`config.mk`:
```
export PLATFORM = sky130hd
export DESIGN_NAME = mantissa_align_pipe
export DESIGN_NICKNAME = d
export VERILOG_FILES = /design/src/rtl/mantissa_align_pipe.sv
export SDC_FILE = /design/constraint.sdc
export NUM_CORES = 1
export LEC_CHECK = 0
export CAP_MARGIN = 25
export CORE_MARGIN = 4
export CORE_UTILIZATION = 53
export CTS_CLUSTER_SIZE = 40
export DETAILED_ROUTE_END_ITERATION = 10
export GPL_ROUTABILITY_DRIVEN = 0
export PLACE_DENSITY = 0.8
export SETUP_SLACK_MARGIN = 0.1
export SLEW_MARGIN = 20
export SYNTH_ARGS = -nofsm -noshare
export SYNTH_HDL_FRONTEND = slang
export SYNTH_SLANG_ARGS = --single-unit
```
`constraint.sdc`:
```
create_clock -name clk -period 2.6 [get_ports clk]
set_input_delay 0.26 -clock clk [delete_from_list [all_inputs] [get_ports clk]]
set_output_delay 0.26 -clock clk [all_outputs]
set_load 0.01 [all_outputs]
```
`src/rtl/mantissa_align_pipe.sv`:
```
// mantissa_align_pipe: pipelined sticky right-alignment of the smaller FPU mantissa.
// Optional feature macro: ALIGN_SUBNORMAL_EN (explicit hidden-bit inputs for subnormals).
module mantissa_align_pipe #(
    parameter int MANTISSA_WIDTH = 23,
    parameter int SHIFT_WIDTH    = 5,
    parameter int PIPE_STAGES    = 2
) (
    input  logic                        clk,
    input  logic                        arst_n,
    input  logic                        in_valid,
    output logic                        in_ready,
    input  logic [MANTISSA_WIDTH-1:0]   ma,
    input  logic [MANTISSA_WIDTH-1:0]   mb,
`ifdef ALIGN_SUBNORMAL_EN
    input  logic                        a_hidden,
    input  logic                        b_hidden,
`endif
    input  logic [SHIFT_WIDTH-1:0]      shift_spaces,
    input  logic [1:0]                  exp_disc,
    output logic                        out_valid,
    input  logic                        out_ready,
    output logic [MANTISSA_WIDTH+3:0]   mantissa_a_out,
    output logic [MANTISSA_WIDTH+3:0]   mantissa_b_out,
    output logic [1:0]                  exp_disc_out,
    output logic                        disc_err
);
    localparam int W  = MANTISSA_WIDTH + 4;
    localparam int CH = (SHIFT_WIDTH + PIPE_STAGES - 1) / PIPE_STAGES;

    // sw=1 means A is the operand being aligned; sh keeps the full amount, each stage masks its slice
    typedef struct packed {
        logic [W-1:0]           a;
        logic [W-1:0]           b;
        logic [SHIFT_WIDTH-1:0] sh;
        logic                   sw;
        logic [1:0]             disc;
        logic                   err;
    } stage_t;

    stage_t                 in_s;
    stage_t                 src [PIPE_STAGES];
    stage_t                 nxt [PIPE_STAGES];
    stage_t                 q   [PIPE_STAGES];
    logic [W-1:0]           shv [PIPE_STAGES];
    logic [PIPE_STAGES-1:0] v_q;
    logic [PIPE_STAGES-1:0] vsrc;
    logic [PIPE_STAGES-1:0] ld;
    logic                   ha;
    logic                   hb;

    // Shift-amount bits owned by stage k; the last stage also takes every bit above its slice
    function automatic logic [SHIFT_WIDTH-1:0] chunk_mask(input int k);
        logic [SHIFT_WIDTH-1:0] m;
        for (int i = 0; i < SHIFT_WIDTH; i++)
            m[i] = (i >= k * CH) && (k == PIPE_STAGES - 1 || i < (k + 1) * CH);
        return m;
    endfunction

    // Right shift folding every dropped bit into bit 0; oversize shifts collapse to the sticky alone
    function automatic logic [W-1:0] sticky_shift(input logic [W-1:0] x, input logic [SHIFT_WIDTH-1:0] s);
        logic [W-1:0] r;
        logic [W-1:0] m;
        r = x >> s;
        m = ~({W{1'b1}} << s);
        r[0] = r[0] | (|(x & m));
        return r;
    endfunction

`ifdef ALIGN_SUBNORMAL_EN
    assign ha = a_hidden;
    assign hb = b_hidden;
`else
    assign ha = 1'b1;
    assign hb = 1'b1;
`endif

    // Build operands and canonicalise the exponent comparison for the incoming transaction
    always_comb begin
        in_s.a    = {ha, ma, 3'b000};
        in_s.b    = {hb, mb, 3'b000};
        in_s.sw   = exp_disc == 2'b00;
        in_s.sh   = exp_disc[0] ? '0 : shift_spaces;
        in_s.disc = {exp_disc[1] | exp_disc[0], exp_disc[0]};
        in_s.err  = exp_disc == 2'b01;
    end

    // Backpressure chain, stage sources and per-stage partial alignment
    always_comb begin
        ld = '0;
        ld[PIPE_STAGES-1] = !v_q[PIPE_STAGES-1] || out_ready;
        for (int k = PIPE_STAGES - 2; k >= 0; k--)
            ld[k] = !v_q[k] || ld[k+1];
        vsrc = '0;
        vsrc[0] = in_valid;
        src[0] = in_s;
        for (int k = 1; k < PIPE_STAGES; k++) begin
            vsrc[k] = v_q[k-1];
            src[k]  = q[k-1];
        end
        for (int k = 0; k < PIPE_STAGES; k++) begin
            shv[k]   = sticky_shift(src[k].sw ? src[k].a : src[k].b, src[k].sh & chunk_mask(k));
            nxt[k]   = src[k];
            nxt[k].a = src[k].sw ? shv[k] : src[k].a;
            nxt[k].b = src[k].sw ? src[k].b : shv[k];
        end
    end

    // Stage registers advance only when the stage ahead frees up, so stalls hold data in place
    always_ff @(posedge clk or negedge arst_n) begin
        if (!arst_n) begin
            v_q <= '0;
            for (int k = 0; k < PIPE_STAGES; k++)
                q[k] <= '0;
        end else begin
            for (int k = 0; k < PIPE_STAGES; k++)
                if (ld[k]) begin
                    v_q[k] <= vsrc[k];
                    q[k]   <= nxt[k];
                end
        end
    end

    assign in_ready       = ld[0];
    assign out_valid      = v_q[PIPE_STAGES-1];
    assign mantissa_a_out = q[PIPE_STAGES-1].a;
    assign mantissa_b_out = q[PIPE_STAGES-1].b;
    assign exp_disc_out   = q[PIPE_STAGES-1].disc;
    assign disc_err       = q[PIPE_STAGES-1].err;
endmodule

```
# After elaboration in Yosys (flattened, before gate mapping)
# Index checks and enable logic that the tools add are counted.
# word_totals
mem_bits_rw	0
rom_bits	0
output_inout_bits	59
wordCells	38
n_memories	0
latchBits	0
reg_bits	122
# classes
n_bitwise	7
addsub	0
order_cmp	0
n_reduce_logical	7
n_div	0
n_mux	7
mul	0
n_shift	4
eq_ne	1
# op_table
operator	count
27-bit two-way mux	5
27-bit AND	2
27-bit inverter	2
27-bit OR reduction	2
27-bit by 3-bit left shift with 27-bit output, first input constant	1
27-bit by 5-bit left shift with 27-bit output, first input constant	1
27-bit by 3-bit right shift with 27-bit output	1
27-bit by 5-bit right shift with 27-bit output	1
26-bit two-way mux	1
5-bit two-way mux	1
1-bit OR	3
2-bit by 1-bit equality test with 1-bit output, second input constant	1
1-bit zero test	2
2-bit zero test	1
1-bit logical OR	2

# Logic depth before layout (Yosys ltp)
# Gate-level depths: netlist of run 1.
# depth
depth_word	7
depth_mapped	9
depth_no_buf	6

# Least setup slack after synthesis of run 1
# Ideal clock, no wire load.
# synth_path
kind	register -> output
startpoint	register v_q[1]
endpoint	output port in_ready
t_arrival_ns	1.558
required_ns	2.340
path_buffers	3
setup_slack_ns	0.782
stages_incl_launch_ff	7
path_cell_list	dfrtp_1 > nor2b_1 > and2_1 > buf_2 > clkinv_1 > clkbuf_1 > buf_1
# synth_via
elab_chain_cells	3
# synth_rtl
item	line_no	rtl
start: declaration	45	logic [PIPE_STAGES-1:0] v_q;
start signal: indexed assignment	117	v_q[k] <= vsrc[k];
1-bit zero test	90	ld[PIPE_STAGES-1] = !v_q[PIPE_STAGES-1] || out_ready;
1-bit logical OR	90	
1-bit logical OR	92	ld[k] = !v_q[k] || ld[k+1];
end: declaration	11	output logic in_ready,
# Every way passes these cells.

# Worst setup path after layout of run 1
# layout_path
startpoint	input port shift_spaces[1]
endpoint	register q[83] in the netlist's numbering
# layout_via
elab_chain_cells	3
# layout_rtl
item	line_no	rtl
start: declaration	18	input logic [SHIFT_WIDTH-1:0] shift_spaces,
5-bit two-way mux	82	in_s.sh = exp_disc[0] ? '0 : shift_spaces;
27-bit by 3-bit right shift with 27-bit output	63	r = x >> s;
27-bit two-way mux	104	nxt[k].b = src[k].sw ? src[k].b : shv[k];
end signal: indexed assignment	118	q[k] <= nxt[k];
end: declaration	43	stage_t q [PIPE_STAGES];
# Every way passes these cells.
# A chain may end at the register's enable or synchronous reset.

==> flow_metrics.tcl, run 1 <==
set metrics [dict create \
    grt_usage_pct 28.8 \
    end_kind "register" \
    dieWidth_um 130 \
    clock_sinks 119 \
    antenna_cells 0 \
    grt_pass1_wl_um 38400 \
    synth_seq_area_share_pct 37.6 \
    r2r-start "q[106]" \
    seq_power_share_pct 39.3 \
    syn_area_per_cell_um2 8.39 \
    critical_path_class "input port to register" \
    cts_max_path_buffers 2 \
    finalPower_mw 6.36 \
    cts_tree "done" \
    fin_worst_skew_ns 0.00893 \
    firstDrtPassIters 6 \
    cp.arrival_ns 2.49 \
    rr_endpoint "mantissa_b_out[0]" \
    postCtsSetupBuffers 0 \
    wl_um 24300 \
    area_delta_synth_final_pct 19.6 \
    peakVddDrop_v 0.000441 \
    grt_max_degree 63 \
    internal-power_mw 4.26 \
    holdWs_ns 0.324 \
    powerDensity_nw_per_um2 671 \
    fin_crit_sh_pct 83.7 \
    finalCriticalPeriod_ns 2.17 \
    grt_pass1_vias 7081 \
    status "finished clean" \
    dp_cells 1147 \
    clkPwrFrac_pct 32.5 \
    rows 44 \
    vias_per_cell 6.56 \
    ys_top_cells_by_area "dfrtp_1 (38%), buf_4 (5.6%), nor2_1 (4.8%)" \
    drive_gt1_share_pct 11.0 \
    maxCapViolCount 0 \
    dieArea_um2 17000 \
    antenna_found_initial 0 \
    cts.clk_slew.worst_paths_ns 0.06 \
    vias 7740 \
    drc 0 \
    io_pins 116 \
    nFillCells 1203 \
    io_buffers 115 \
    postCtsHoldBufs 1 \
    antenna_left 0 \
    coreArea_um2 14600 \
    setup_viol 0 \
    synth_top_area_share_pct 37.6 \
    p_switching_mw 2.10 \
    cp_max_fo 18 \
    routedWlPerCell_um 20.6 \
    sw_frac_of_total_pct 33.0 \
    cts-buffers-inserted 17 \
    synth_nets 1001 \
    yosysUniqueCellTypes 67 \
    min-delay-start "exp_disc[1]" \
    finalMaxSlewViolations 0 \
    finalSetupTns_ns 0 \
    final_hold_viol_count 0 \
    dp_hpwl_um 18000 \
    combPwrFrac_pct 28.2 \
    worst_r2r_path_depth 5 \
    whs_path_depth 2 \
    netlist_instances 944 \
    nets 1040 \
    yosys_warnings 0 \
    r2r_slack_ns 0.55 \
    synthArstFlopShare_pct 100 \
    synth_enable_flop_cells 0 \
    synth_area_um2 7920 \
    synthFlopType "dfrtp_1" \
    worstPathRequired_ns 2.91 \
    clock.fmax_ghz 0.460 \
    relSlewSlack_pct 53.2 \
    htree_levels 4 \
    p_leak_nw 3.83 \
    cts-root-buf "clkbuf_16" \
    synth_seq_cells 119 \
    clock_latency_ns 0.41 \
    die_y_um 130 \
    grt-ovfl-total 0 \
    startpoint_type "input port" \
    drt_iter0_markers 998 \
    grt_setup_unrepaired "false" \
    fin_cells 1180 \
    hp-class "input port to register" \
    worst_pin_slew_ns 0.699 \
    start_util_pct 54.3 \
    whs_endpoint "nxt[0]" \
    cts_resized 0 \
    synth_top_cell_by_area "dfrtp_1" \
]
## how the worst max path moves through the flow
stage | slack (ns) | start | to | cells past startpoint
floorplan | 0.78 | v_q[1] | in_ready | 6
global placement | 0.19 | exp_disc[0] | q[72] | 7
detailed placement | 0.09 | shift_spaces[1] | q[83] | 7
CTS | 0.50 | v_q[1] | in_ready | 4
global route | 0.35 | nxt[3] | mantissa_b_out[0] | 5
finish | 0.43 | shift_spaces[1] | q[83] | 7
## cell usage in the layout (no fill, tap or decap), types with 21 or more instances in the layout
cell type	count
a221oi_1	28
o22ai_1	28
buf_4	32
nand2_1	94
nor2b_1	32
nor2_1	101
nor3_1	23
clkdlybuf4s50_1	113
a211oi_1	21
mux2i_1	22
mux2_2	22
a21oi_1	66
o21ai_0	53
dfrtp_1	119
nand3_1	33
## power by group through the flow
stage / Clock (mW) / Sequential (mW) / Combinational, mW
after floorplan: 0 / 2.37 / 1.24
after global placement: 0 / 2.50 / 1.73
after detailed placement: 0 / 2.51 / 1.76
after CTS: 2.09 / 2.48 / 1.78
after global routing: 2.19 / 2.53 / 1.95
final: 2.07 / 2.50 / 1.79
## synthesized netlist by cell type (all sizes together) (23+ instances only)
library cell	n
a221oi	28
o22ai	28
buf	81
clkbuf	55
dfrtp	119
nand2	94
nor2b	33
a21oi	67
nor2	101
nor3	23
o21ai	55
nand3	33
## state kept, by name, indices dropped and copies added (netlist names)
name	count
exp_disc_out	2
mantissa_a_out	27
disc_err	1
nxt	6
v_q	2
q	54
mantissa_b_out	27
## stage by stage
stage	util (%)	area [um^2]	setup WS, ns
after floorplan	-	7920	0.782
after global placement	61.2	8920	0.193
after detailed placement	61.2	8920	0.0850
after CTS	64.9	9470	0.505
after global routing	64.9	9470	0.347
final	64.9	9470	0.425
## cell type report
| class | count | area [um^2] | share of cell area [%] |
|---|---|---|---|
| Clock buffer | 18 | 429 | 4.53 |
| Clock inverter | 14 | 108 | 1.14 |
| Inverter | 9 | 33.8 | 0.357 |
| Multi-Input combinational cell | 680 | 4130 | 43.6 |
| Sequential cell | 119 | 2980 | 31.4 |
| Tap cell | 184 | 230 | 2.43 |
| Timing Repair Buffer | 156 | 1570 | 16.5 |
## worst max-delay path: stages
cell             delay, ns
clkdlybuf4s50_1       0.57
buf_12                0.23
inv_1                 0.22
a211oi_1              0.12
a211oi_1              0.61
a32oi_1               0.18
a211oi_1              0.29
## cell families after synthesis
family / count (synthesis) / synth area share [%]
multiplexers: 48 / 7.05
AO/OA/AOI/OAI: 271 / 22.8
buffers and inverters: 145 / 10.4
AND/OR/NAND/NOR: 361 / 22.1
flip-flops: 119 / 37.6
## metal layers
layer	vias to the layer above	wire [um]	track usage, %
met1	3566	9720	39.8
met5	-	0	0
met2	582	10400	42.7
li1	3484	-	-
met4	0	1220	14.3
met3	108	3000	6.59
Power figures use the tool's default switching activity.
==> inputs of run 2 (changes only) <==
clock period = 2.27 ns   (was 2.6 ns; I/O delays follow)
==> run 2 against run 1 <==
Setup slack lost 0.22 ns. Routed wire length grew 2.9%. Register-to-register slack worse by 0.33 ns. Hold slack better by 0.030 ns. First-iteration DRC count up 18%. Largest power group unchanged. Sequential power up 14%. Clock skew fell by 0.0028 ns. Power grew 23%. Final cell count is 3.9% higher. Flip-flop and latch count unchanged. Clock power up 36%. Combinational power grew 20%. Highest routed layer unchanged.
==> flow_metrics.tcl, run 2 (synthesized netlist as in run 1, its figures left out) <==
set metrics [dict create \
    end_kind "register" \
    grt_setup_unrepaired "false" \
    cts-root-buf "clkbuf_16" \
    grt_max_degree 67 \
    clock.fmax_ghz 0.485 \
    io_buffers 115 \
    dp_cells 1195 \
    largest_reg_flops 54 \
    dpl_cell_area_um2 9290 \
    htree_levels 4 \
    coreArea_um2 14600 \
    wl_um 25000 \
    cpPeakStageDelay_ns 0.61 \
    maxCapViolCount 0 \
    final_hold_viol_count 0 \
    worstPathRequired_ns 2.55 \
    dp_hpwl_um 18600 \
    dieArea_um2 17000 \
    use_met1_pct 40.4 \
    hp-class "input port to async pin" \
    rows 44 \
    critical_path_class "input port to register" \
    cts.clk_slew.worst_paths_ns 0.05 \
    vias 8051 \
    antenna_found_initial 0 \
    critical_path.slowest_cell "clkdlybuf4s50_1" \
    worst_pin_slew_ns 0.957 \
    cts_tree "done" \
    grt_usage_pct 30.0 \
    cp_max_fo 12 \
    startpoint_type "input port" \
    drc 0 \
    cts-buffers-inserted 17 \
    cts_max_path_buffers 2 \
    design_area_um2 9920 \
    status "finished clean" \
    finalSetupTns_ns 0 \
    routedWlPerCell_um 20.4 \
    final_common_cell "dfrtp_1" \
    nets 1088 \
    peakVddDrop_v 0.000474 \
    start_util_pct 54.3 \
    finalCriticalPeriod_ns 2.06 \
    postCtsSetupBuffers 0 \
    die_y_um 130 \
    pre_cts_ws_ns -0.133 \
    grt-ovfl-total 0 \
    p_leak_nw 4.13 \
    setup_viol 0 \
    nFillCells 1172 \
    fin_crit_sh_pct 90.9 \
    finalMaxSlewViolations 0 \
    busiest_layer "met2" \
    vias_per_cell 6.57 \
    grt_pass1_wl_um 39900 \
    fin_worst_skew_ns 0.00611 \
    crit_path_start "shift_spaces[0]" \
    drt_iter0_markers 1175 \
    cp.arrival_ns 2.34 \
    firstDrtPassIters 9 \
    antenna_left 0 \
    top_register "q" \
    multi_input_area_um2 4130 \
    globalRouteMet2Util_pct 45.9 \
    grt_pass1_vias 7462 \
    worst_r2r_path_depth 5 \
    area_delta_synth_final_pct 25.3 \
    seqCellArea_um2 2980 \
    path_cells "clkdlybuf4s50_1 -> or3b_2 -> buf_4 -> o22ai_1 -> a221oi_1 -> a32oi_1 -> a211oi_1" \
    antenna_cells 0 \
    clock_sinks 119 \
    timing.final.ws_setup_ns 0.207 \
    r2r-start "q[106]" \
    powerDensity_nw_per_um2 788 \
    relSlewSlack_pct 36.1 \
    grt.met3_usage_pct 6.71 \
    drive_gt1_share_pct 15.2 \
    io_pins 116 \
    clock_latency_ns 0.41 \
    fin_cells 1226 \
    final_cell_mix "dfrtp_1 (118), clkdlybuf4s50_1 (113), nor2_1 (101)" \
    dieWidth_um 130 \
]
-- run 2: cell types whose count changed in the layout (fill, tap and decap cells not counted), sizes merged --
| cell | previous run | this run |
|---|---|---|
| clkbuf | 18 | 21 |
| bufinv | 0 | 4 |
| buf | 42 | 90 |
| clkinv | 9 | 6 |
| clkinvlp | 6 | 0 |
-- run 2: final timing paths --
| check | end | slack, ns |
|---|---|---|
| worst max-delay path | q[86] | 0.21 |
| worst min-delay path | mantissa_a_out[1] | 0.35 |
| worst max register to register | mantissa_b_out[0] | 0.22 |
| worst min register to register | mantissa_a_out[23] | 0.46 |
| max in group asynchronous | nxt[7] | 1.59 |
| min in group clk | nxt[0] | 0.37 |
-- run 2: through the flow --
stage	util, %	hold WS [ns]	total power, mW
6_report	68.0	0.353	7.82
5_1_grt	68.0	0.390	8.17
4_1_cts	68.0	0.363	7.79
3_5_place_dp	63.6	0.249	4.98
3_3_place_gp	63.6	0.246	4.92
2_1_floorplan	-	-0.0686	4.13
-- run 2: cell type report --
class / instances / area share, %
clock buffers: 21 / 4.74
inverters: 9 / 0.340
flip-flops and latches: 119 / 30.0
clock inverters: 9 / 1.50
repair buffers: 204 / 19.4
well taps: 184 / 2.32
multi-input cells: 680 / 41.7
-- run 2: critical path, delay by kind of cell --
kind                   cells  cell delay, ns
AOI/OAI and AO/OA          4            0.77
buffers and inverters      2            0.79
and+or+nand+nor            1            0.56
-- run 2: metal layers --
layer	vias to the layer above	share of wire (%)
met1	3763	39
met2	572	44
met5	-	0
met4	0	5.1
li1	3585	-
met3	131	12
-- run 2: what timing repair did --
action                                 CTS  global route
gates resized for setup                  0             2
setup endpoints to repair                0             4
endpoints found under the hold margin  119             0
hold buffers                             1             0
-- run 2: power breakdown --
group	switching, mW	total (mW)	internal (mW)
clock network	0.908	2.81	1.90
logic	1.07	2.15	1.08
registers	0.385	2.86	2.48
